$ cat src/rtl/sat_cnt.sv
// Saturating up-counter with synchronous clear.
// Ports:
//   clk   - clock
//   rst   - asynchronous active-high reset
//   inc   - add one this edge unless already at the maximum value
//   clr   - synchronous clear to zero, overrides inc
//   value - current count
module sat_cnt #(
    parameter int W = 8
) (
    input  logic         clk,
    input  logic         rst,
    input  logic         inc,
    input  logic         clr,
    output logic [W-1:0] value
);

    always_ff @(posedge clk or posedge rst) begin
        if (rst) begin
            value <= '0;
        end else if (clr) begin
            value <= '0;
        end else if (inc && (value != {W{1'b1}})) begin
            value <= value + W'(1);
        end
    end

endmodule

$ cat config.mk
export PLATFORM = sky130hd
export DESIGN_NAME = sat_cnt
export DESIGN_NICKNAME = d
export VERILOG_FILES = /design/src/rtl/sat_cnt.sv
export SDC_FILE = /design/constraint.sdc
export NUM_CORES = 1
export LEC_CHECK = 0
export ABC_AREA = 1
export CORE_AREA = 2 2 39 41
export DETAILED_ROUTE_END_ITERATION = 8
export DIE_AREA = 0 0 41 43
export PLACE_DENSITY = 0.68
export SLEW_MARGIN = 10
export SYNTH_ARGS = -nofsm -noshare
export SYNTH_HDL_FRONTEND = slang
export SYNTH_SLANG_ARGS = --single-unit
$ cat constraint.sdc
create_clock -name clk -period 1.4 [get_ports clk]
set_input_delay 0.28 -clock clk [delete_from_list [all_inputs] [get_ports clk]]
set_output_delay 0.28 -clock clk [all_outputs]
set_load 0.01 [all_outputs]
### After elaboration in Yosys (flattened, before gate mapping)

Index checks and enable logic that the tools add are counted.

| storage, ports and cells | value |
|---|---|
| word-level logic and storage cells | 7 |
| register bits after elaboration | 8 |
| output and inout port bits | 8 |

| operators by class | value |
|---|---|
| reductions and logical operators | 2 |
| muxes and demuxes | 2 |
| equality and inequality tests | 1 |
| $add $sub $neg | 1 |

Operator list:

| operator | count |
|---|---|
| $mux 8 | 2 |
| $add 8x1->8 const B | 1 |
| $ne 8x8->1 const B | 1 |
| $reduce_bool 2->1 | 1 |
| $logic_and 1x1->1 | 1 |

### Logic depth before layout (Yosys ltp)

Gate-level depths: netlist of the first run.

| depth | value |
|---|---|
| depth after elaboration | 4 |
| gate-level depth with buffers | 9 |
| depth with buffers taken out | 9 |

### Worst setup path after synthesis of the first run

Ideal clock, no wire load.

| timing path | value |
|---|---|
| kind | register to register |
| start point | register value[0] |
| end point | register value[4] |
| stages on the path, launching flop included | 9 |
| arrival | 1.247 ns |
| clock period less this slack | 1.312 ns |
| setup time | 0.065 ns |
| path buffers | 0 |
| path slack | 0.088 ns |
| cells stage by stage | dfrtp_1 > ha_1 > nand2_2 > nor2_4 > nand2_2 > nand2_4 > nor2_1 > nand2_1 > nand2_1 |

| between the ends | value |
|---|---|
| longest elaborated chain between the ends | 3 |
| elaborated cells on any way between the ends | 6 |
| classes of those cells | add/sub (1); eq/ne (1); mux (2); reduce/logical (2) |

RTL lines:

| item | line | source |
|---|---|---|
| from (decl) | 15 | `output logic [W-1:0] value` |
| from (signal assigned) | 24 | `value <= value + W'(1);` |
| $add 8x1->8 or $ne 8x8->1 (tied branches) | 24, 23 |  |
| $mux 8 or $logic_and 1x1->1 (tied branches) | 23 | `end else if (inc && (value != {W{1'b1}})) begin` |
| $mux 8 or $reduce_bool 2->1 (tied branches) | - |  |

Several ways; a longest one is shown, not always the timed one. The select of a mux whose other input is x is not followed.
A chain may end at the register's enable or synchronous reset.

### Worst setup path after layout of the first run

| timing path | value |
|---|---|
| start point | register value[0] |
| end point | output port value[0] |

No word-level cell between the ends.

==> impl_metrics.csv, run 1 <==
group,metric,value,unit
placed_design,dp.cells,99,
grt,grt_pass1_wl,1787,µm
critical_path,timing.rr.start,"value[0]",
cells_and_area,reg.largest.list,"value x8",
critical_path,rr_endpoint,"value[4]",
logic_synthesis,syn_nets,74,
cells_and_area,syn_to_final_growth,47.16,%
grt,grt_overflow,0,
die,die_area,0.001763,mm²
drt,drt_iter0_drc,12,
cells_and_area,largest_reg_flops,8,
placed_design,portBuffers,11,
critical_path,critical_path_buf_inv_count,2,
critical_path,cp-start-kind,"flop",
cells_and_area,layout.cells.non_filler,109,
clock_network,clk_pin_slew,60,ps
cells_and_area,fin_util,0.5389,
outcome,status,"completed",
cells_and_area,nNetsFinal,100,
critical_path,crit_fanout,3,
grt,grt_usage,0.1621,
cells_and_area,final_cell_area,745.7,µm²
timing,setup_violations,0,
die,fp-row-count,14,
critical_path,path_cells,"buf_4 > clkdlybuf4s15_1",
timing,relSlewSlack,0.7896,
grt,grt_pass1_vias,414,
logic_synthesis,yosysWarnings,0,
placed_design,globalplace.congestion,0.7642,
timing,hold_viol,0,
timing,clock.fmax,739.6,MHz
grt,grt_max_degree,9,
power_and_ir_drop,ir_drop,0.4077,mV
die,ios,12,
drt,wl_per_cell,11.07,µm
timing,fin_setup_tns,0,ps
drt,wl,1207,µm
power_and_ir_drop,power,0.5121,mW
timing,finClkSkew,2.512,ps
die,fp.dieW,41,µm
logic_synthesis,ys_seq_area_frac,0.3951,
clock_network,cts-root-buf,"clkbuf_4",
logic_synthesis,syn-cell-area,506.7,µm²
cells_and_area,drive_gt1_frac,0.2366,
critical_path,worst-r2r-setup-slack,60,ps
die,core_area,0.001384,mm²
clock_network,postCtsHoldBufs,0,
critical_path,critPathKind,"flop to output pin",
critical_path,arrival,1070,ps
critical_path,ff2ff_path_depth,9,
critical_path,critPathMaxStageDelay,420,ps
placed_design,dp.final_hpwl,773.7,µm
logic_synthesis,synth_seq_cells,8,
die,start_util,0.3662,
placed_design,pre_cts_slack,33.56,ps
timing,fin_crit_sh,0.9658,
clock_network,clk_path_buf_depth,2,
logic_synthesis,synth_cell_types,16,
clock_network,cts_buffers,3,
clock_network,clk-insertion-delay-late,270,ps
timing,fin_crit,1352,ps
run,maxCapViolations,0,
drt,vias_per_cell,4.761,
critical_path,cp.required,1120,ps
grt,antenna_found_initial,0,
placed_design,dpl_cell_area,659.4,µm²
clock_network,cts_htree_levels,1,
timing,setup_ws,47.95,ps
clock_network,cts.sinks,8,
logic_synthesis,syn_inst,69,
drt,num_vias,519,
drt,drtPass1Iterations,4,
timing,tightest_slew,315.2,ps
drt,ant_nets,0,
worst_hold_path,hold_class,"input pin to async pin",
critical_path,critPathTopFamily,"flip-flops",
power_and_ir_drop,leakagePower,0.4382,nW
logic_synthesis,syn_avg_cell_area,7.344,µm²
cells_and_area,diodes,0,
timing,hold_ws,259.6,ps
clock_network,cts_tree,"yes",
die,die_y,43,µm
timing,slew_violations,0,
cells_and_area,top_register,"value",
critical_path,endpoint_kind,"output pin",
drt,drc_errors,0,
critical_path,cp_slowest_cell,"dfrtp_1",
power_and_ir_drop,p_per_area,686.8,mW/mm²
-- timing repair --
action | in CTS | in global routing
setup endpoints to repair | 8 | 6
resized for setup | 9 | 5
pin swaps | 0 | 4
hold endpoints to repair | 0 | 0
buffers inserted | 3 | 4
-- cell usage after synthesis --
master | instances | share of area
a21oi_1 | 2 | 0.020
dfrtp_1 | 8 | 0.40
xnor2_1 | 1 | 0.017
inv_1 | 10 | 0.074
nand2_1 | 25 | 0.19
clkinv_4 | 1 | 0.017
nand2_4 | 2 | 0.044
o21ai_1 | 1 | 0.0099
nor2_2 | 1 | 0.012
nor2_4 | 1 | 0.022
nor2_1 | 5 | 0.037
nand2_2 | 2 | 0.025
nor3b_1 | 1 | 0.015
xor2_1 | 3 | 0.052
nand3_1 | 5 | 0.049
ha_1 | 1 | 0.025
-- power breakdown --
part | internal (mW) | switching, mW
clock network | 0.0987 | 0.0882
logic | 0.0375 | 0.0395
registers | 0.239 | 0.00947
-- worst max-delay path by stage --
stage | start | cells past startpoint | slack [ps] | end
floorplan | value[0] | 8 | 90 | value[4]
global placement | value[0] | 9 | 40 | value[4]
detailed placement | value[0] | 9 | 30 | value[4]
CTS | value[0] | 9 | 30 | value[4]
global route | value[0] | 9 | -30 | value[3]
finish | value[0] | 2 | 50 | value[0]
-- layer usage --
layer / vias up / share of wire / global-route usage
met3: 4 / 0.064 / 0.03141
met5: - / 0 / 0
met4: 0 / 0.041 / 0.1600
li1: 260 / - / -
met2: 22 / 0.46 / 0.2094
met1: 233 / 0.43 / 0.2086
-- cell type report --
cell class | instances | area, µm²
clock buffers | 3 | 22.52
fillers | 135 | 638.1
inverters | 11 | 46.29
multi-input cells | 50 | 277.8
flip-flops and latches | 8 | 201.4
well taps | 16 | 20.02
repair buffers | 21 | 177.7
-- logic make-up (layout without fill, tap and decap cells) --
family,Yosys count,after routing,synth area share
flops,8,8,0.3951
simple gates,42,42,0.3901
compound gates,3,3,0.02962
xor+xnor,4,4,0.06915
fa+ha+maj,1,1,0.02469
buf+inv,11,35,0.09137
-- layout by cell type (no fill, tap or decap) --
cell,count
a21oi_1,2
xnor2_1,1
nand3_1,5
buf_4,10
nand2_2,1
clkinv_4,1
nand2_4,3
nor3b_1,1
nor2_2,1
xor2_1,3
clkdlybuf4s50_1,3
dfrtp_2,1
o21ai_1,1
dlygate4sd2_1,6
ha_4,1
inv_1,10
dfrtp_1,7
nand2_1,25
clkdlybuf4s15_1,2
clkbuf_4,3
nor2_1,5
nor2_4,1
-- worst register-to-register path: stages, from the launching register on --
cell and delay, ps:
dfrtp_1 410, ha_4 170, nand2_4 60, nor2_4 150, nand2_2 80, nand2_4 70
nor2_1 40, buf_4 150, nand2_1 60, nand2_1 50
Power figures use the tool's default switching activity.
==> inputs of run 2 (changes only) <==
--- a/config.mk
+++ b/config.mk
@@ -9,7 +9,8 @@
 export CORE_AREA = 2 2 39 41
 export DETAILED_ROUTE_END_ITERATION = 8
 export DIE_AREA = 0 0 41 43
-export PLACE_DENSITY = 0.68
+export DONT_BUFFER_PORTS = 1
+export PLACE_DENSITY = 0.56
 export SLEW_MARGIN = 10
 export SYNTH_ARGS = -nofsm -noshare
 export SYNTH_HDL_FRONTEND = slang
==> run 2 against run 1 <==
  * Final cell count down 12%
  * Core utilization down 9.5 points
  * Die area unchanged
  * Hold slack worse by 91 ps
  * Non-clock buffer count down 13
  * Register-to-register slack better by 50 ps
  * Highest routed layer unchanged
  * Clock-buffer cell count unchanged
  * Fmax up 4.8%
  * Flip-flop and latch count unchanged
  * Sequential power about the same
  * Total power down 6.9%
  * Sequential share of layout area up 5.6 points
==> impl_metrics.csv, run 2 (synthesis gave the netlist of run 1 again) <==
group,metric,value,unit
cells_and_area,layout_commonest_cell,"nand2_1",
timing,clock.fmax,775.4,MHz
die,start_util,0.3662,
placed_design,globalplace.congestion,0.7722,
grt,met2_usage,0.2000,
timing,finClkSkew,6.110,ps
critical_path,arrival,1490,ps
cells_and_area,diodes,0,
cells_and_area,nNetsFinal,87,
critical_path,critPathTopFamily,"simple AND/OR/NAND/NOR gates",
timing,fin_crit,1290,ps
run,maxCapViolations,0,
die,ios,12,
critical_path,worst-r2r-setup-slack,110,ps
cells_and_area,final_cell_mix,"nand2_1 (25), inv_1 (10), dfrtp_1 (8), buf_4 (7), nand3_1 (5)",
die,die_area,0.001763,mm²
placed_design,portBuffers,0,
timing,setup_violations,0,
placed_design,dpl_cell_area,579.3,µm²
power_and_ir_drop,ir_drop,0.4204,mV
power_and_ir_drop,p_per_area,776.5,mW/mm²
clock_network,clk_pin_slew,60,ps
critical_path,cp_slowest_cell,"dfrtp_1",
critical_path,critPathKind,"flop to flop",
placed_design,dp.final_hpwl,811.1,µm
clock_network,cts_htree_levels,1,
drt,drc_errors,0,
power_and_ir_drop,leakagePower,0.3454,nW
grt,grt-busiest-layer,"met2",
grt,grt_use_met1,0.1892,
timing,grt_setup_unrepaired,"false",
timing,relSlewSlack,0.7951,
critical_path,critPathMaxStageDelay,380,ps
critical_path,cp.required,1600,ps
cells_and_area,drive_gt1_frac,0.2250,
drt,vias_per_cell,4.531,
drt,drt_iter0_drc,8,
clock_network,clk-insertion-delay-late,260,ps
critical_path,endpoint_kind,"flop",
grt,grt_usage,0.1417,
grt,antenna_found_initial,0,
cells_and_area,largest_reg_flops,8,
clock_network,cts-root-buf,"clkbuf_4",
die,fp-row-count,14,
die,core_area,0.001384,mm²
timing,slew_violations,0,
cells_and_area,reg.largest.list,"value x8",
grt,grt_pass1_wl,1656,µm
timing,fin_crit_sh,0.9211,
drt,drtPass1Iterations,4,
grt,grt_pass1_vias,406,
grt,grt.met3_usage,0.03665,
cells_and_area,final_cell_area,614.3,µm²
outcome,status,"completed",
die,die_y,43,µm
grt,grt_overflow,0,
critical_path,cp-start-kind,"flop",
clock_network,cts_tree,"yes",
clock_network,clk_path_buf_depth,2,
drt,wl_per_cell,10.33,µm
cells_and_area,syn_to_final_growth,21.23,%
timing,hold_viol,0,
timing,tightest_slew,307.1,ps
drt,wl,992,µm
drt,num_vias,435,
worst_hold_path,hold_class,"input pin to flop",
critical_path,path_cells,"ha_1 > nand2_2 > nor2_4 > nand2_2 > nand2_4 > nor2_2 > nand2_1 > nand2_1",
drt,ant_nets,0,
cells_and_area,top_register,"value",
clock_network,cts_buffers,3,
grt,grt_max_degree,9,
critical_path,crit_fanout,5,
die,fp.dieW,41,µm
clock_network,cts.sinks,8,
timing,fin_setup_tns,0,ps
critical_path,critical_path_buf_inv_count,0,
[run 2: cell types whose count changed in the layout (fill, tap and decap cells not counted)]
cell             change
clkdlybuf4s50_1      -3
dfrtp_1              +1
dfrtp_2              -1
nand2_4              -1
nor2_1               -1
nand2_2              +1
clkdlybuf4s15_1      -2
buf_4                -3
dlygate4sd3_1        +1
dlygate4sd2_1        -6
ha_1                 +1
ha_4                 -1
nor2_2               +1
[run 2: area by class of cell]
class,count,area (µm²)
tap,16,20.02
multi-input combinational,50,262.8
sequential,8,200.2
inverter,11,46.29
timing repair buffer,8,62.56
fill,151,769.5
clock buffer,3,22.52
[run 2: stage by stage]
| stage | instances | hold WS, ps | utilization | power [mW] | worst slack [ps] |
|---|---|---|---|---|---|
| global route | 96 | 189.0 | 0.4439 | 0.5011 | 3.419 |
| finish | 96 | 168.3 | 0.4439 | 0.4770 | 110.4 |
| CTS | 96 | 172.7 | 0.4439 | 0.4815 | 97.11 |
| detailed placement | 92 | 140.3 | 0.4186 | 0.3022 | 18.45 |
| global placement | 92 | 144.3 | 0.4186 | 0.3020 | 60.65 |
| floorplan | 69 | 95.66 | - | 0.2844 | 87.74 |
[run 2: final timing paths]
check                          from        to  depth (start not counted)
setup / recovery           value[0]  value[1]                          8
hold / removal                  clr  value[7]                          3
setup reg to reg           value[0]  value[1]                          8
hold reg to reg            value[2]  value[2]                          2
max in group asynchronous       rst  value[6]                          2
min in group asynchronous       rst  value[3]                          2
[run 2: per-layer routing]
layer | part of all wire | wire [µm]
met4 | 0.016 | 16
met3 | 0.058 | 58
met1 | 0.47 | 468
met2 | 0.45 | 449
met5 | 0 | 0
[run 2: repair_timing]
action | in CTS | in global routing
buffers inserted | 0 | 0
setup endpoints to repair | 3 | 0
resized for setup | 1 | 0
hold endpoints to repair | 8 | 0
hold buffers | 1 | 0
[run 2: report_power, final]
group | leakage, nW | total, mW | internal, mW | switching [mW]
Sequential | 0.110 | 0.246 | 0.239 | 0.00684
Clock | 0.0138 | 0.178 | 0.0982 | 0.0796
Combinational | 0.222 | 0.0537 | 0.0213 | 0.0325
Total | 0.345 | 0.477 | 0.358 | 0.119
[run 2: worst min-delay path, delay by kind of cell]
family                 cells  cell delay, ps
buffers and inverters      1              30
AO/OA/AOI/OAI              1              20
AND/OR/NAND/NOR            1              50
==> inputs of run 3 (changes only) <==
--- a/config.mk
+++ b/config.mk
@@ -9,8 +9,7 @@
 export CORE_AREA = 2 2 39 41
 export DETAILED_ROUTE_END_ITERATION = 8
 export DIE_AREA = 0 0 41 43
-export DONT_BUFFER_PORTS = 1
-export PLACE_DENSITY = 0.56
+export PLACE_DENSITY = 0.68
 export SLEW_MARGIN = 10
 export SYNTH_ARGS = -nofsm -noshare
 export SYNTH_HDL_FRONTEND = slang
==> results of run 3 <==
No change in the layout: final DEF, timing and power equal those of run 1.
